==> src/rtl/pc_seq_pkg.sv <==
// Shared types and defaults for the PC fetch sequencer: FSM state encoding, bus widths, vectors.
package pc_seq_pkg;

    localparam int          ADDR_W_DEF    = 15;
    localparam int          DATA_W_DEF    = 16;
    localparam logic [14:0] RESET_VEC_DEF = 15'h0000;
    localparam logic [14:0] TRAP_VEC_DEF  = 15'h7FF0;
    localparam int          WDT_LIMIT_DEF = 64;

    typedef enum logic [2:0] {
        ST_LOAD_VEC,
        ST_ADDR,
        ST_ISSUE,
        ST_ADV,
        ST_HALT
    } state_t;

endpackage

==> src/rtl/fetch_wdt.sv <==
// Fetch watchdog: counts consecutive cycles with run_i high; expired_o flags the LIMIT-th cycle.
// Combinational expiry, no backpressure; counter clears whenever run_i drops or on expiry.
module fetch_wdt #(
    parameter int LIMIT = 64
) (
    input  logic clk,
    input  logic rst,
    input  logic run_i,
    output logic expired_o
);

    localparam int CW = $clog2(LIMIT + 1);

    logic [CW-1:0] cnt_q;

    assign expired_o = run_i && (cnt_q == CW'(LIMIT - 1));

    always_ff @(posedge clk or posedge rst) begin
        if (rst) begin
            cnt_q <= '0;
        end else if (run_i && !expired_o) begin
            cnt_q <= cnt_q + CW'(1);
        end else begin
            cnt_q <= '0;
        end
    end

endmodule

==> src/rtl/pc_fetch_sequencer.sv <==
// PC strobe controller and fetch sequencer: 3 cycles/instr at zero wait; ADDR stalls on mem_ack, ISSUE on instr_ready.
// FETCH_WDT_EN adds a fetch timeout that aborts to TRAP_VEC; without it ADDR waits indefinitely.
module pc_fetch_sequencer
    import pc_seq_pkg::*;
#(
    parameter int                ADDR_W    = ADDR_W_DEF,
    parameter int                DATA_W    = DATA_W_DEF,
    parameter logic [ADDR_W-1:0] RESET_VEC = ADDR_W'(RESET_VEC_DEF)
`ifdef FETCH_WDT_EN
    ,
    parameter logic [ADDR_W-1:0] TRAP_VEC  = ADDR_W'(TRAP_VEC_DEF),
    parameter int                WDT_LIMIT = WDT_LIMIT_DEF
`endif
) (
    input  logic              clk,
    input  logic              rst,
    output logic [ADDR_W-1:0] pc_in,
    input  logic [ADDR_W-1:0] pc_out,
    output logic              pc_re,
    output logic              pc_we,
    output logic              pc_inc,
    output logic              mem_req,
    output logic [ADDR_W-1:0] mem_addr,
    input  logic              mem_ack,
    input  logic [DATA_W-1:0] mem_rdata,
    output logic              instr_valid,
    input  logic              instr_ready,
    output logic [DATA_W-1:0] instr_data,
    output logic [ADDR_W-1:0] instr_addr,
    input  logic              br_valid,
    input  logic [ADDR_W-1:0] br_target,
    output logic              br_ack,
    input  logic              halt,
    output logic              halted,
    output logic              fetch_fault
);

    state_t            state_q;
    logic              pc_re_q, pc_we_q, pc_inc_q, mem_req_q;
    logic              instr_valid_q, br_ack_q, halted_q;
    logic [ADDR_W-1:0] pc_in_q, instr_addr_q;
    logic [DATA_W-1:0] instr_data_q;

    // Strobes for the upcoming ADV cycle, decided as the FSM enters it.
    logic adv_re_d, adv_inc_d;
    assign adv_re_d  = br_valid;
    assign adv_inc_d = !br_valid && !halt;

`ifdef FETCH_WDT_EN
    logic wdt_expired;
    logic fetch_fault_q;

    fetch_wdt #(.LIMIT(WDT_LIMIT)) u_fetch_wdt (
        .clk       (clk),
        .rst       (rst),
        .run_i     (state_q == ST_ADDR),
        .expired_o (wdt_expired)
    );

    assign fetch_fault = fetch_fault_q;
`else
    assign fetch_fault = 1'b0;
`endif

    always_ff @(posedge clk or posedge rst) begin
        if (rst) begin
            state_q       <= ST_LOAD_VEC;
            pc_re_q       <= 1'b0;
            pc_we_q       <= 1'b0;
            pc_inc_q      <= 1'b0;
            mem_req_q     <= 1'b0;
            instr_valid_q <= 1'b0;
            br_ack_q      <= 1'b0;
            halted_q      <= 1'b0;
            pc_in_q       <= '0;
            instr_addr_q  <= '0;
            instr_data_q  <= '0;
`ifdef FETCH_WDT_EN
            fetch_fault_q <= 1'b0;
`endif
        end else begin
            br_ack_q <= 1'b0;
`ifdef FETCH_WDT_EN
            fetch_fault_q <= 1'b0;
`endif
            case (state_q)
                // Coming out of reset pc_re is still low, so spend one cycle raising it.
                ST_LOAD_VEC: begin
                    if (!pc_re_q) begin
                        pc_re_q <= 1'b1;
                        pc_in_q <= RESET_VEC;
                    end else begin
                        pc_re_q   <= 1'b0;
                        pc_we_q   <= 1'b1;
                        mem_req_q <= 1'b1;
                        state_q   <= ST_ADDR;
                    end
                end
                ST_ADDR: begin
                    if (mem_ack) begin
                        instr_data_q  <= mem_rdata;
                        instr_addr_q  <= pc_out;
                        instr_valid_q <= 1'b1;
                        pc_we_q       <= 1'b0;
                        mem_req_q     <= 1'b0;
                        state_q       <= ST_ISSUE;
                    end
`ifdef FETCH_WDT_EN
                    else if (wdt_expired) begin
                        pc_we_q       <= 1'b0;
                        mem_req_q     <= 1'b0;
                        fetch_fault_q <= 1'b1;
                        pc_re_q       <= 1'b1;
                        pc_in_q       <= TRAP_VEC;
                        state_q       <= ST_LOAD_VEC;
                    end
`endif
                end
                ST_ISSUE: begin
                    if (instr_ready) begin
                        instr_valid_q <= 1'b0;
                        pc_re_q       <= adv_re_d;
                        br_ack_q      <= adv_re_d;
                        pc_inc_q      <= adv_inc_d;
                        if (adv_re_d) pc_in_q <= br_target;
                        state_q       <= ST_ADV;
                    end
                end
                ST_ADV: begin
                    pc_re_q  <= 1'b0;
                    pc_inc_q <= 1'b0;
                    if (pc_re_q || pc_inc_q) begin
                        pc_we_q   <= 1'b1;
                        mem_req_q <= 1'b1;
                        state_q   <= ST_ADDR;
                    end else begin
                        halted_q <= 1'b1;
                        state_q  <= ST_HALT;
                    end
                end
                ST_HALT: begin
                    if (!halt) begin
                        halted_q <= 1'b0;
                        pc_re_q  <= adv_re_d;
                        br_ack_q <= adv_re_d;
                        pc_inc_q <= adv_inc_d;
                        if (adv_re_d) pc_in_q <= br_target;
                        state_q  <= ST_ADV;
                    end
                end
                default: state_q <= ST_LOAD_VEC;
            endcase
        end
    end

    assign pc_in       = pc_in_q;
    assign pc_re       = pc_re_q;
    assign pc_we       = pc_we_q;
    assign pc_inc      = pc_inc_q;
    assign mem_req     = mem_req_q;
    assign mem_addr    = mem_req_q ? pc_out : '0;
    assign instr_valid = instr_valid_q;
    assign instr_data  = instr_data_q;
    assign instr_addr  = instr_addr_q;
    assign br_ack      = br_ack_q;
    assign halted      = halted_q;

endmodule
==> config.mk <==
export PLATFORM = sky130hd
export DESIGN_NAME = pc_fetch_sequencer
export DESIGN_NICKNAME = d
export VERILOG_FILES = /design/src/rtl/pc_seq_pkg.sv /design/src/rtl/fetch_wdt.sv /design/src/rtl/pc_fetch_sequencer.sv
export SDC_FILE = /design/constraint.sdc
export NUM_CORES = 1
export LEC_CHECK = 0
export CELL_PAD_IN_SITES_DETAIL_PLACEMENT = 1
export CELL_PAD_IN_SITES_GLOBAL_PLACEMENT = 1
export CORE_ASPECT_RATIO = 1.2
export CORE_MARGIN = 1.5
export CORE_UTILIZATION = 33
export DETAILED_ROUTE_END_ITERATION = 12
export PLACE_DENSITY = 0.93
export SYNTH_ARGS = -nofsm -noshare
export SYNTH_HDL_FRONTEND = slang
export SYNTH_SLANG_ARGS = --single-unit
export TNS_END_PERCENT = 20
==> constraint.sdc <==
create_clock -name clk -period 5.59 [get_ports clk]
set_clock_uncertainty 0.15 [all_clocks]
set_input_delay 1.677 -clock clk [delete_from_list [all_inputs] [get_ports clk]]
set_output_delay 1.677 -clock clk [all_outputs]
set_load 0.05 [all_outputs]
Word-level counts from Yosys, hierarchy flattened

Cells that the tools add are included.

Bits in registers: 55
Bits in latches: 0
RAM bits: 0
Bits in read-only memories: 0
Output and inout bits: 69
Logic and storage cells: 72
Memories: 0

Add/subtract/negate cells: 0
Multiply operators: 0
Divide/modulo/power cells: 0
Magnitude comparators: 0
Equal/unequal tests: 11
Shifts and indexed selects: 0
Muxes and demuxes: 32
Bitwise logic cells: 0
Reductions and logical operators: 19

Operator list:

| kind                 | count |
|---|---|
| $mux W15             | 5 |
| $pmux W15 S3         | 1 |
| $mux W3              | 5 |
| $pmux W3 S5          | 1 |
| $mux W1              | 14 |
| $ne A2 B2 Y1 const B | 7 |
| $reduce_and A3 Y1    | 4 |
| $reduce_and A4 Y1    | 3 |
| $reduce_bool A3 Y1   | 3 |
| $eq A3 B2 Y1 const B | 2 |
| $pmux W1 S2          | 3 |
| $pmux W1 S3          | 2 |
| $pmux W1 S4          | 1 |
| $reduce_bool A2 Y1   | 2 |
| $reduce_bool A4 Y1   | 1 |
| $eq A3 B1 Y1 const B | 1 |
| $eq A3 B3 Y1 const B | 1 |
| $logic_not A3 Y1     | 1 |
| $logic_not A1 Y1     | 2 |
| $reduce_and A2 Y1    | 1 |
| $logic_and A1 B1 Y1  | 1 |
| $logic_or A1 B1 Y1   | 1 |

Logic depth before layout (Yosys ltp)

Depth in word-level cells: 4
Gate-level depth with buffers: 7

Worst setup path after synthesis

OpenSTA, ideal clock, no wires.

Path type: input to output
Start: input port pc_out[11]
End: output port mem_addr[11]
Arrival: 2.089 ns
Data required time: 3.763 ns
Setup slack: 1.674 ns
Stages: 1
Path buffers: 0
Path through: and2_1

Word-level cells in the longest chain between the ends: 1

Ends and longest elaborated chain:

| what               | line                      | text |
|---|---|---|
| start: declaration | pc_fetch_sequencer.sv:18  | `input logic [ADDR_W-1:0] pc_out,` |
| $mux W15           | pc_fetch_sequencer.sv:161 | `assign mem_addr = mem_req_q ? pc_out : '0;` |
| end: declaration   | pc_fetch_sequencer.sv:23  | `output logic [ADDR_W-1:0] mem_addr,` |

Every way passes these cells.

Final worst setup path

Same ends and word-level chain as after synthesis.

==> qor.yml <==
clocking:
  cts_tree: "built"
  cts_root_buf: "clkbuf_8"
  cts_resized: 0
  hold_buffers: 0
  cts_inserted_buffers: 5
  insertion_delay_ns: 0.30
  cts_buffer_depth: 2
  clk_pin_slew_ns: 0.09
  post_cts_buffers: 0
  cts.sinks: 55
  htree_levels: 2
run_status:
  outcome: "finished, final reports clean"
drt:
  vias: 2001
  wire_per_inst_um: 15.12
  vias_per_cell: 4.776
  drc: 0
  drt_iter0_drc: 61
  drt_wl_total_um: 6337
  dr.pass1.iters: 4
  drtAntennaViolNets: 0
flow_run:
  maxCapViolations: 0
grt:
  grt_max_degree: 56
  antenna_found_initial: 0
  use_met2: 0.2952
  grt_util_all_layers: 0.1594
  grt_pass1_wl_um: 10860
  gr-total-overflow: 0
  busiest_layer: "met2"
  grt_use_met1: 0.1880
  grt_pass1_vias: 2224
  grt_use_met3: 0.04066
synthesis:
  synth-adder-area-share: 0
  ys_async_sr_fraction: 1.000
  avgSynthCellArea_um2: 11.94
  synthFlopType: "dfrtp_1"
  synthXorXnorAreaFrac: 0.003443
  ys_types: 38
  synth_area_um2: 2544
  seq_area_frac_synth: 0.5411
  ys_ff_latch: 55
  synth_top_family_by_area: "multiplexers"
  synth_compound_area_frac: 0.07083
  synth_simple_gate_area_frac: 0.1043
  synth_mux_area_frac: 0.2046
  synth_edf_count: 0
  synth_nets: 265
  synth_warnings: 0
  postSynthCellCount: 213
setup_path:
  ff2ff_path_depth: 4
  r2r-start: "state_q[1]$_DFFE_PP0P_"
  crit_cells: 3
  max_stage_delay_ns: 0.80
  path_buf_inv: 2
  worstPathRequired_ns: 3.76
  cpLargestDelayFamily: "buffers and inverters"
  r2r_end: "pc_in[0]$_DFFE_PP0P_"
  cp-end-kind: "output pin"
  worstSetupStartpoint: "pc_out[11]"
  crit_end: "mem_addr[11]"
  cpMaxStageDelayCell: "clkdlybuf4s50_1"
  crit_type: "in2out"
  cp-start-kind: "input port"
  cp_cell_sequence: "clkdlybuf4s50_1, and2_1, clkdlybuf4s50_1"
  timing.critical_path.mode_cell: "clkdlybuf4s50_1"
  worstPathMaxFanout: 2
  arrival_ns: 3.10
  r2r_slack_ns: 3.13
floorplan:
  die_w_um: 83.15
  dieArea_um2: 8246
  rows: 34
  die-height_um: 99.18
  core_area_um2: 7360
  io_pins: 121
  start_util: 0.3456
hold_path:
  min_path_type: "reg2reg"
pwr:
  power_density_nw_per_um2: 677.5
  leakage_nw: 1.568
  finalPower_mw: 2.616
  vdd_drop_max_v: 0.0003079
place:
  dp.cells: 411
  hpwl_um: 4770
  numPortBuffers: 119
  gp_congestion: 0.7923
cells_and_area:
  nets: 380
  antenna_cells: 0
  finalNonFillerCells: 419
  drive_above_1_share: 0.1459
  fin_util: 0.5247
  area_delta_synth_final_pct: 51.80
sta:
  rsz0062_at_grt: "false"
  slew_headroom: 0.3923
  tightest_slew_ns: 0.9116
  finalCritPeriodShare: 0.8810
  timing_hold_violations_final: 0
  layout_min_cycle_time_ns: 4.925
  fmax_mhz: 203.1
  maxSlewViolCount: 0
  fin_setup_tns_ns: 0
  timing.hold.ws_ns: 0.3454
  setup_viol: 0
==> cells in the final DEF, fill, tap and decap left out, types with 2 or more instances in the layout <==
cell type and instances:
mux2_1 2, o31ai_1 2, mux2i_1 16, a32oi_1 2, buf_4 2, a211oi_1 2, clkbuf_8 7, a21oi_1 5
nand2_1 16, inv_1 19, o21a_1 2, and2_1 15, nand2b_1 3, nor2_1 8, o21ai_0 4, clkdlybuf4s50_1 119
mux2_2 30, dfrtp_1 55
==> sequential cells by signal, summed over array words and instances, names as in the netlist <==
| signal | flops |
|---|---|
| mem_req | 1 |
| pc_in | 15 |
| pc_re | 1 |
| halted | 1 |
| pc_inc | 1 |
| instr_data | 16 |
| state_q | 3 |
| instr_addr | 15 |
| instr_valid | 1 |
| br_ack | 1 |
==> how the worst min path moves through the flow <==
stage                               startpoint                          to  slack (ns)  depth (start not counted)
floorplan               state_q[0]$_DFFE_PP0P_          halted$_DFFE_PP0P_        0.46                          3
global placement    instr_addr[10]$_DFFE_PP0P_  instr_addr[10]$_DFFE_PP0P_        0.33                          1
detailed placement  instr_addr[11]$_DFFE_PP0P_  instr_addr[11]$_DFFE_PP0P_        0.33                          1
CTS                 instr_addr[11]$_DFFE_PP0P_  instr_addr[11]$_DFFE_PP0P_        0.35                          1
global route        instr_addr[11]$_DFFE_PP0P_  instr_addr[11]$_DFFE_PP0P_        0.39                          1
finish              instr_addr[11]$_DFFE_PP0P_  instr_addr[11]$_DFFE_PP0P_        0.35                          1
==> layout make-up <==
| class | instances | area [um2] |
|---|---|---|
| fillers | 807 | 3498 |
| flip-flops and latches | 55 | 1376 |
| repair buffers | 121 | 1206 |
| multi-input cells | 124 | 978.4 |
| well taps | 90 | 112.6 |
| clock buffers | 7 | 96.34 |
| inverters | 21 | 83.83 |
| clock inverters | 1 | 7.507 |
==> metrics by stage <==
step / instance area (um2) / setup WS, ns
6_report: 3861 / 0.6654
5_1_grt: 3861 / 0.6243
4_1_cts: 3861 / 0.6551
3_5_place_dp: 3757 / 0.6605
3_3_place_gp: 3757 / 0.6872
2_1_floorplan: 2544 / 1.674
==> kinds of logic after synthesis <==
kind of cell | count (synthesis)
other | 1
AO/OA/AOI/OAI | 25
multiplexers | 48
XOR/XNOR | 1
buffers and inverters | 34
AND/OR/NAND/NOR | 49
flip-flops | 55
==> cells in the mapped netlist (2+ instances only) <==
cell type | number | area [um2]
nand2b_1 | 3 | 18.77
o21a_1 | 2 | 15.01
mux2_1 | 2 | 22.52
a21oi_1 | 5 | 25.02
mux2_2 | 30 | 337.8
a32oi_1 | 2 | 17.52
nand2_1 | 16 | 60.06
inv_1 | 20 | 75.07
o31ai_1 | 2 | 15.01
clkbuf_1 | 2 | 7.510
o21ai_0 | 4 | 20.02
buf_4 | 6 | 45.04
mux2i_1 | 16 | 160.2
buf_6 | 2 | 22.52
a211oi_1 | 2 | 15.01
buf_2 | 2 | 10.01
dfrtp_1 | 55 | 1376
nor2_1 | 8 | 30.03
and2_1 | 15 | 93.84
==> metal layers <==
metal | vias up | share of wire
li1 | 932 | -
met1 | 979 | 0.40
met2 | 85 | 0.52
met3 | 5 | 0.070
met4 | 0 | 0.0092
met5 | - | 0
==> power by group <==
part	internal [mW]	total, mW	switching, mW
registers	0.572	0.721	0.150
clock network	0.113	0.238	0.125
logic	0.625	1.66	1.03
No activity file was read; power rests on OpenSTA's default activity.
